$ cat src/rtl/snn_stream_seq.sv
`default_nettype none
// ============================================================================
// snn_stream_seq : job-stream sequencer (line buffer, ker/wgt load, conv issue)
// Rev 1.0
// ============================================================================
module snn_stream_seq #(
  parameter int IMG_W     = 6,
  parameter int IMG_H     = 6,
  parameter int N_FRAMES  = 2,
  parameter int KER_LEN   = 9,
  parameter int W_LEN     = 4,
  parameter int DRAIN_CYC = 4
) (
  input  logic       clk,
  input  logic       rst_n,
  input  logic       in_valid_i,
  output logic       busy_o,
  output logic       pix_we_o,
  output logic [2:0] pix_col_o,
  output logic [1:0] pix_lb_row_o,
  output logic       ker_we_o,
  output logic [3:0] ker_idx_o,
  output logic       wgt_we_o,
  output logic [1:0] wgt_idx_o,
  output logic       conv_valid_o,
  output logic [1:0] conv_rot_o,
  output logic [2:0] win_row_o,
  output logic [2:0] win_col_o,
  output logic       frame_id_o,
  output logic       frame_last_win_o,
  output logic       job_done_o,
  output logic       abort_o,
  output logic       proto_err_o
);

  localparam logic [6:0] C_IMG_W     = 7'(IMG_W);
  localparam logic [6:0] C_FRAME_LEN = 7'(IMG_W * IMG_H);
  localparam logic [6:0] C_LAST_BEAT = 7'(N_FRAMES * IMG_W * IMG_H - 1);
  localparam logic [6:0] C_KER_LEN   = 7'(KER_LEN);
  localparam logic [6:0] C_W_LEN     = 7'(W_LEN);
  localparam logic [2:0] C_LAST_ROW  = 3'(IMG_H - 1);
  localparam logic [2:0] C_LAST_COL  = 3'(IMG_W - 1);
  localparam int         DW          = $clog2(DRAIN_CYC);
  localparam logic [DW-1:0] C_DRAIN_LAST = DW'(DRAIN_CYC - 1);

  typedef enum logic [1:0] {
    S_IDLE  = 2'd0,
    S_RECV  = 2'd1,
    S_DRAIN = 2'd2
  } state_t;

  state_t        state_q, state_d;
  logic [6:0]    cnt_q, cnt_d;
  logic [DW-1:0] drain_q, drain_d;
  logic          job_done_q, job_done_d;
  logic          abort_q, abort_d;
  logic          proto_err_q, proto_err_d;

  logic       accept;
  logic       in_frame1;
  logic [6:0] pos;
  logic [2:0] row;
  logic [2:0] col;
  logic [1:0] lb_row;
  logic       win_ok;

  // Beat decode; cnt_q is 0 in IDLE so beat 0 decodes in the start cycle.
  assign accept    = in_valid_i && rst_n && (state_q != S_DRAIN);
  assign in_frame1 = (cnt_q >= C_FRAME_LEN);
  assign pos       = in_frame1 ? (cnt_q - C_FRAME_LEN) : cnt_q;
  assign row       = 3'(pos / C_IMG_W);
  assign col       = 3'(pos % C_IMG_W);
  assign lb_row    = (row >= 3'd3) ? 2'(row - 3'd3) : row[1:0];
  assign win_ok    = accept && (row >= 3'd2) && (col >= 3'd2);

  assign busy_o           = (state_q != S_IDLE);
  assign pix_we_o         = accept;
  assign pix_col_o        = accept ? col : 3'd0;
  assign pix_lb_row_o     = accept ? lb_row : 2'd0;
  assign frame_id_o       = accept && in_frame1;
  assign ker_we_o         = accept && (cnt_q < C_KER_LEN);
  assign ker_idx_o        = ker_we_o ? cnt_q[3:0] : 4'd0;
  assign wgt_we_o         = accept && (cnt_q < C_W_LEN);
  assign wgt_idx_o        = wgt_we_o ? cnt_q[1:0] : 2'd0;
  // Current beat is the bottom-right tap, so the oldest row sits one past it.
  assign conv_valid_o     = win_ok;
  assign conv_rot_o       = !win_ok ? 2'd0 : (lb_row == 2'd2) ? 2'd0 : (lb_row + 2'd1);
  assign win_row_o        = win_ok ? (row - 3'd2) : 3'd0;
  assign win_col_o        = win_ok ? (col - 3'd2) : 3'd0;
  assign frame_last_win_o = win_ok && (row == C_LAST_ROW) && (col == C_LAST_COL);
  assign job_done_o       = job_done_q;
  assign abort_o          = abort_q;
  assign proto_err_o      = proto_err_q;

  always_comb begin
    state_d     = state_q;
    cnt_d       = cnt_q;
    drain_d     = drain_q;
    job_done_d  = 1'b0;
    abort_d     = 1'b0;
    proto_err_d = proto_err_q;
    case (state_q)
      S_IDLE: begin
        if (in_valid_i) begin
          proto_err_d = 1'b0;
          state_d     = S_RECV;
          cnt_d       = 7'd1;
        end
      end
      S_RECV: begin
        if (!in_valid_i) begin
          abort_d = 1'b1;
          state_d = S_IDLE;
          cnt_d   = 7'd0;
        end else if (cnt_q == C_LAST_BEAT) begin
          // The last-beat cycle counts as drain cycle 0.
          state_d = S_DRAIN;
          cnt_d   = 7'd0;
          drain_d = DW'(1);
        end else begin
          cnt_d = cnt_q + 7'd1;
        end
      end
      S_DRAIN: begin
        if (in_valid_i) proto_err_d = 1'b1;
        if (drain_q == C_DRAIN_LAST) begin
          state_d    = S_IDLE;
          drain_d    = '0;
          job_done_d = 1'b1;
        end else begin
          drain_d = drain_q + DW'(1);
        end
      end
      default: state_d = S_IDLE;
    endcase
  end

  always_ff @(posedge clk or negedge rst_n) begin
    if (!rst_n) begin
      state_q     <= S_IDLE;
      cnt_q       <= 7'd0;
      drain_q     <= '0;
      job_done_q  <= 1'b0;
      abort_q     <= 1'b0;
      proto_err_q <= 1'b0;
    end else begin
      state_q     <= state_d;
      cnt_q       <= cnt_d;
      drain_q     <= drain_d;
      job_done_q  <= job_done_d;
      abort_q     <= abort_d;
      proto_err_q <= proto_err_d;
    end
  end

endmodule
`default_nettype wire

$ cat config.mk
export PLATFORM = sky130hd
export DESIGN_NAME = snn_stream_seq
export DESIGN_NICKNAME = d
export VERILOG_FILES = /design/src/rtl/snn_stream_seq.sv
export SDC_FILE = /design/constraint.sdc
export NUM_CORES = 1
export LEC_CHECK = 0
export ABC_CLOCK_PERIOD_IN_PS = 5100
export CORE_AREA = 5 5 67 69
export CTS_BUF_LIST = sky130_fd_sc_hd__clkbuf_4
export DETAILED_ROUTE_END_ITERATION = 10
export DIE_AREA = 0 0 72 74
export PLACE_DENSITY_LB_ADDON = 0.08
export SLEW_MARGIN = 20
export SYNTH_ARGS = -nofsm -noshare
export SYNTH_HDL_FRONTEND = slang
export SYNTH_SLANG_ARGS = --single-unit
$ cat constraint.sdc
create_clock -name clk -period 5.1 [get_ports clk]
set_input_delay 1.02 -clock clk [delete_from_list [all_inputs] [get_ports clk]]
set_output_delay 1.02 -clock clk [all_outputs]
set_load 0.005 [all_outputs]
# [Yosys cells after proc, flatten, opt, wreduce, memory -nomap -nowiden]
# Cells that the tools add are included.
# W data, S select, Z words.
[word_totals] register_bits=14 latch_bits=0 ram_bits=0 mem_bits_ro=0 inputBits=3 output_inout_bits=29 word_cells=83 n_memories=0
[op_classes] n_addsub=7 mul=0 div=2 order_cmp=6 n_eq_ne=14 shift=0 muxes=30 bitwise_logic=0 n_reduce_logical=18
[ops] op="$mux W7" n=4
[ops] op="$mux W2" n=12
[ops] op="$pmux W7 S2" n=1
[ops] op="$ne A2 B2 Y1 const B" n=6
[ops] op="$ge A3 B2 Y1 const B" n=3
[ops] op="$logic_and A1 B1 Y1" n=9
[ops] op="$mux W3" n=3
[ops] op="$reduce_and A3 Y1" n=3
[ops] op="$reduce_bool A2 Y1" n=4
[ops] op="$add A7 B1 Y7 const B" n=1
[ops] op="$div A7 B3 Y7 const B" n=1
[ops] op="$eq A7 B7 Y1 const B" n=1
[ops] op="$ge A7 B6 Y1 const B" n=1
[ops] op="$lt A7 B3 Y1 const B" n=1
[ops] op="$lt A7 B4 Y1 const B" n=1
[ops] op="$mod A7 B3 Y7 const B" n=1
[ops] op="$sub A7 B6 Y7 const B" n=1
[ops] op="$eq A2 B2 Y1 const B" n=3
[ops] op="$eq A3 B3 Y1 const B" n=2
[ops] op="$mux W1" n=6
[ops] op="$pmux W2 S3" n=1
[ops] op="$sub A3 B2 Y3 const B" n=2
[ops] op="$add A2 B1 Y2 const B" n=2
[ops] op="$mux W4" n=1
[ops] op="other kinds (7)" n=7

# [Longest topological paths before layout]
# Gate-level depths: netlist of run 1.
[depth] ltp_word=8 depth_mapped=18 mapped_depth_nobuf=16

# [Worst setup path after synthesis of run 1]
# Ideal clock, no wire load.
[synth_timing] kind="register -> output" startpoint="reg cnt_q[3]" endpoint="out conv_rot_o[0]" t_arrival_ns=4.156 required_ns=4.080 slack_ns=-0.076 path_stages_with_launch=18 n_path_buf=1 path_cell_list="dfrtp_1 clkbuf_1 inv_1 ha_1 nor3b_2 a211o_4 and3_4 a2111oi_4 o21ai_2 ha_1 a311oi_2 o2111a_1 nand2_1 ha_1 a2111oi_2 nand2b_1 nand4_1 nor4bb_1"
[synth_between] elab_chain_len=8 word_cells_on_any_way=16 cone_classes="add/sub (3); div (2); order compare (4); eq/ne (1); mux (4); reduce/logical (2)"
[synth_lines] item="start, declared" line_no="53" rtl="logic [6:0] cnt_q, cnt_d;"
[synth_lines] item="start signal, assigned" line_no="148" rtl="cnt_q <= cnt_d;"
[synth_lines] item="$sub A7 B6 Y7 / $ge A7 B6 Y1 (equally long branches)" line_no="70, 69"
[synth_lines] item="$mux W7 (*)" line_no="70" rtl="assign pos = in_frame1 ? (cnt_q - C_FRAME_LEN) : cnt_q;"
[synth_lines] item="$div A7 B3 Y7" line_no="71" rtl="assign row = 3'(pos / C_IMG_W);"
[synth_lines] item="$ge A3 B2 Y1 / $sub A2 B2 Y2 (equally long branches)" line_no="73" rtl="assign lb_row = (row >= 3'd3) ? 2'(row - 3'd3) : row[1:0];"
[synth_lines] item="$mux W2" line_no="73"
[synth_lines] item="$add A2 B1 Y2 / $eq A2 B2 Y1 (equally long branches)" line_no="87" rtl="assign conv_rot_o = !win_ok ? 2'd0 : (lb_row == 2'd2) ? 2'd0 : (lb_row + 2'd1);"
[synth_lines] item="$mux W2" line_no="87"
[synth_lines] item="$mux W2 (*)" line_no="87"
[synth_lines] item="end, declared" line_no="26" rtl="output logic [1:0] conv_rot_o,"
# Mark *: on every way between the ends. The rest lies on a longest branch, timed or not.

# [Worst setup path in the final report of run 1]
[layout_timing] startpoint="reg cnt_q[3]" endpoint="out conv_rot_o[1]"
# The elaborated chain is that of the path after synthesis.

==> results of run 1 <==
[routing by layer]
layer  global-route usage [%]  up-vias
met3                     2.70       19
met1                     32.1      996
met2                     40.1       54
li1                         -     1040
met5                        0        -
met4                     8.98        0
[sequential cells by signal, summed over array words and instances (netlist names)]
name,cells
state_q,2
drain_q,2
abort_o,1
cnt_q,7
job_done_o,1
proto_err_o,1
[kinds of logic after synthesis]
group / synth area share, %
compound gates: 31.4
buf+inv: 6.58
simple gates: 30.7
xor+xnor: 2.38
fa+ha+maj: 7.47
flops: 19.0
mux: 2.44
[per-stage QoR]
stage               hold slack [ps]  area (µm²)  instances
floorplan                       510        1850        230
global placement                534        2530        350
detailed placement              541        2530        350
CTS                             559        2700        361
global route                    610        2760        365
finish                          567        2760        365
[worst register-to-register path, stage by stage, from the launching register on]
cell	delay, ps
dfrtp_1	460
buf_4	200
clkinv_1	220
nor4_1	480
nand3_1	150
xor2_1	140
nor2_1	50
[cell type report]
| type | instances | share of cell area (%) |
|---|---|---|
| clock buffers | 3 | 0.816 |
| clock inverters | 1 | 0.136 |
| inverters | 8 | 1.09 |
| multi-input cells | 193 | 54.4 |
| flip-flops and latches | 14 | 12.7 |
| well taps | 50 | 2.27 |
| repair buffers | 96 | 28.6 |
[power by group through the flow]
stage | Clock, mW | Sequential, mW | Combinational [mW]
after detailed placement | 0 | 0.122 | 0.110
after floorplan | 0 | 0.122 | 0.0645
after global placement | 0 | 0.122 | 0.110
after CTS | 0.0677 | 0.121 | 0.123
after global routing | 0.0751 | 0.122 | 0.141
final | 0.0662 | 0.121 | 0.129
[worst max-delay path by stage]
| stage | startpoint | to | slack (ps) |
|---|---|---|---|
| after floorplan | cnt_q[2] | conv_rot_o[0] | 30 |
| after global placement | cnt_q[3] | conv_rot_o[0] | -180 |
| after detailed placement | cnt_q[3] | conv_rot_o[1] | -320 |
| after CTS | cnt_q[3] | conv_rot_o[0] | -100 |
| after global routing | cnt_q[2] | conv_rot_o[0] | -360 |
| final | cnt_q[3] | conv_rot_o[1] | -130 |
[layout by cell type (no fill, tap or decap), types with 3 or more instances in the layout]
| master | synthesis | layout |
|---|---|---|
| buf_4 | 2 | 62 |
| clkdlybuf4s50_1 | 0 | 27 |
| nor2_1 | 25 | 22 |
| nor3_1 | 14 | 14 |
| a21oi_1 | 14 | 13 |
| dfrtp_1 | 14 | 13 |
| nand2_1 | 13 | 12 |
| nand3_1 | 9 | 9 |
| ha_1 | 11 | 7 |
| o21ai_0 | 6 | 6 |
| and2_1 | 6 | 6 |
| or3_1 | 6 | 5 |
| o211ai_1 | 5 | 5 |
| clkinv_1 | 3 | 4 |
| nand2b_1 | 5 | 4 |
| inv_1 | 5 | 4 |
| and3_1 | 4 | 4 |
| nor2b_1 | 4 | 4 |
| buf_2 | 3 | 4 |
| a31oi_1 | 4 | 3 |
| xnor2_1 | 3 | 3 |
| ha_2 | 0 | 3 |
| clkbuf_4 | 0 | 3 |
| buf_6 | 3 | 3 |
[what timing repair did]
action	4_1_cts	5_1_grt
setup endpoints to repair	12	14
pin swaps	14	14
gates resized for setup	38	8
setup buffers	7	4
==> results.toml, run 1 <==
[grt]
grt_pass1_vias = 2137
gr-total-overflow = 0
antenna_found_initial = 0
grt_pass1_wl_mm = 10.3
grt_start_max_net_pins = 15
gr-usage-all-layers_pct = 24.0

[route]
dr_total_vias = 2109
drt-total-wl_mm = 6.01
drtIter0Drc = 132
wl_per_cell_um = 16.5
ant_nets = 0
wl_met1_mm = 2.70
viasPerCell = 5.78
top_layer = "met4"
wl_met2_mm = 2.87
drt_first_pass_iters = 4
wl_met3_um = 234
drc = 0

[timing]
tightest_slew_ps = 576
setup_viol = 9
maxSlewHeadroom_pct = 61.0
fmax_ghz = 0.191
post-route-period-util_pct = 103
rsz0062_at_grt = "yes"
layout_setup_ws_ps = -134
finalCriticalPeriod_ps = 5230
hold_viol_final = 0
fin_setup_tns_ps = -531
skew_ps = 1.46
timing.final.max_slew_violations = 0

[yosys]
yosysMostFrequentCell = "nor2_1"
synth_top_flop_cell = "dfrtp_1"
synth_area_leaders = "dfrtp_1 19%, ha_1 7.5%, nor2_1 5.1%"
yosys.cell_types.count = 70
yosysWarnings = 0
netlist_area_mm2 = 0.00184
netlist.area_leader.share_pct = 19.0
synth-edff-count = 0
ys_seq_elements = 14
synth_common_cells = "25 x nor2_1, 14 x a21oi_1, 14 x dfrtp_1, 14 x nor3_1, 13 x nand2_1"
syn_nets = 244
avgSynthCellArea_um2 = 8.01
yosysSeqAreaShare_pct = 19.0
yosysTopAreaCell = "dfrtp_1"
synth_cells = 230
async_reset_ff_share_pct = 100

[finish]
register_area_um2 = 352
antenna_cells = 0
nets = 330
area_growth_pct = 49.8
drive_above_1_share_pct = 35.9
multiInputGateArea_mm2 = 0.00150
fin_util_pct = 71.6
n_fill_cell = 327

[power_and_ir_drop]
combPwrFrac_pct = 40.8
p_int_mw = 0.207
finalPower_mw = 0.316
p_seq_share_pct = 38.3
p_per_area_mw_per_mm2 = 115
clkPwrFrac_pct = 20.9
p_leak_nw = 1.14
p_switching_mw = 0.110
swShare_pct = 34.6
ir_worst_vdd_uv = 163

[floorplanning]
core_mm2 = 0.00386
die_height_um = 74
ioPinCount = 32
num_rows = 23
die_area_mm2 = 0.00533
initial_core_util_pct = 47.8
die_w_um = 72

[setup_path]
crit_cells = 16
r2r_setup_slack_ps = 3270
cp-start-kind = "flop"
worstReg2RegStart = "cnt_q[1]"
critPathMaxFanout = 3
crit_chain = "buf_6 > or4_4 > o211ai_1 > a21oi_2 > a2111oi_4 > o21ai_2 > ha_2 > a311oi_2 > o2111a_2 > nand2_4 > ha_4 > a2111oi_4 > buf_4 > a21bo_2 > a211oi_2 > buf_2"
critPathSlowestCell = "or4_4"
critPathTopFamily = "compound AO/OA/AOI/OAI gates"
cpPeakStageDelay_ps = 510
cp.required_ps = 4080
path_buf_inv = 3
crit_path_frequent_cell = "a2111oi_4"
crit_path_end_kind = "output pin"
r2r_end = "cnt_q[5]"
r2r_cells = 6
worstPathArrival_ps = 4210
path_class = "reg2out"

[min_path]
whs_path_depth = 2
min_path_type = "reg2reg"
min_to = "drain_q[1]"
hold_start = "drain_q[1]"

[clock_network]
cts_buffers = 3
clkLatencyLatePin_ps = 280
cts-root-buf = "clkbuf_4"
path_clk_slew_ps = 90
cts.htree.levels = 1
clk_path_buf_depth = 2
cts_tree = "built"
hold_buffers = 0
clkSinkCount = 14

[placed_design]
port-buffer-count = 31
place_ws_ps = -318
gp_congestion = 0.869
dp_hpwl_mm = 4.47

[run]
cap_violations = 0

[run_status]
violations = "setup timing"
status = "finished with violations"
(Power assumes the default switching activity.)
==> run 2, diff against run 1 <==
- SLEW_MARGIN: 20 -> unset
==> results of run 2 <==
Same layout as run 1: the final DEF is identical, and so are final timing and power.
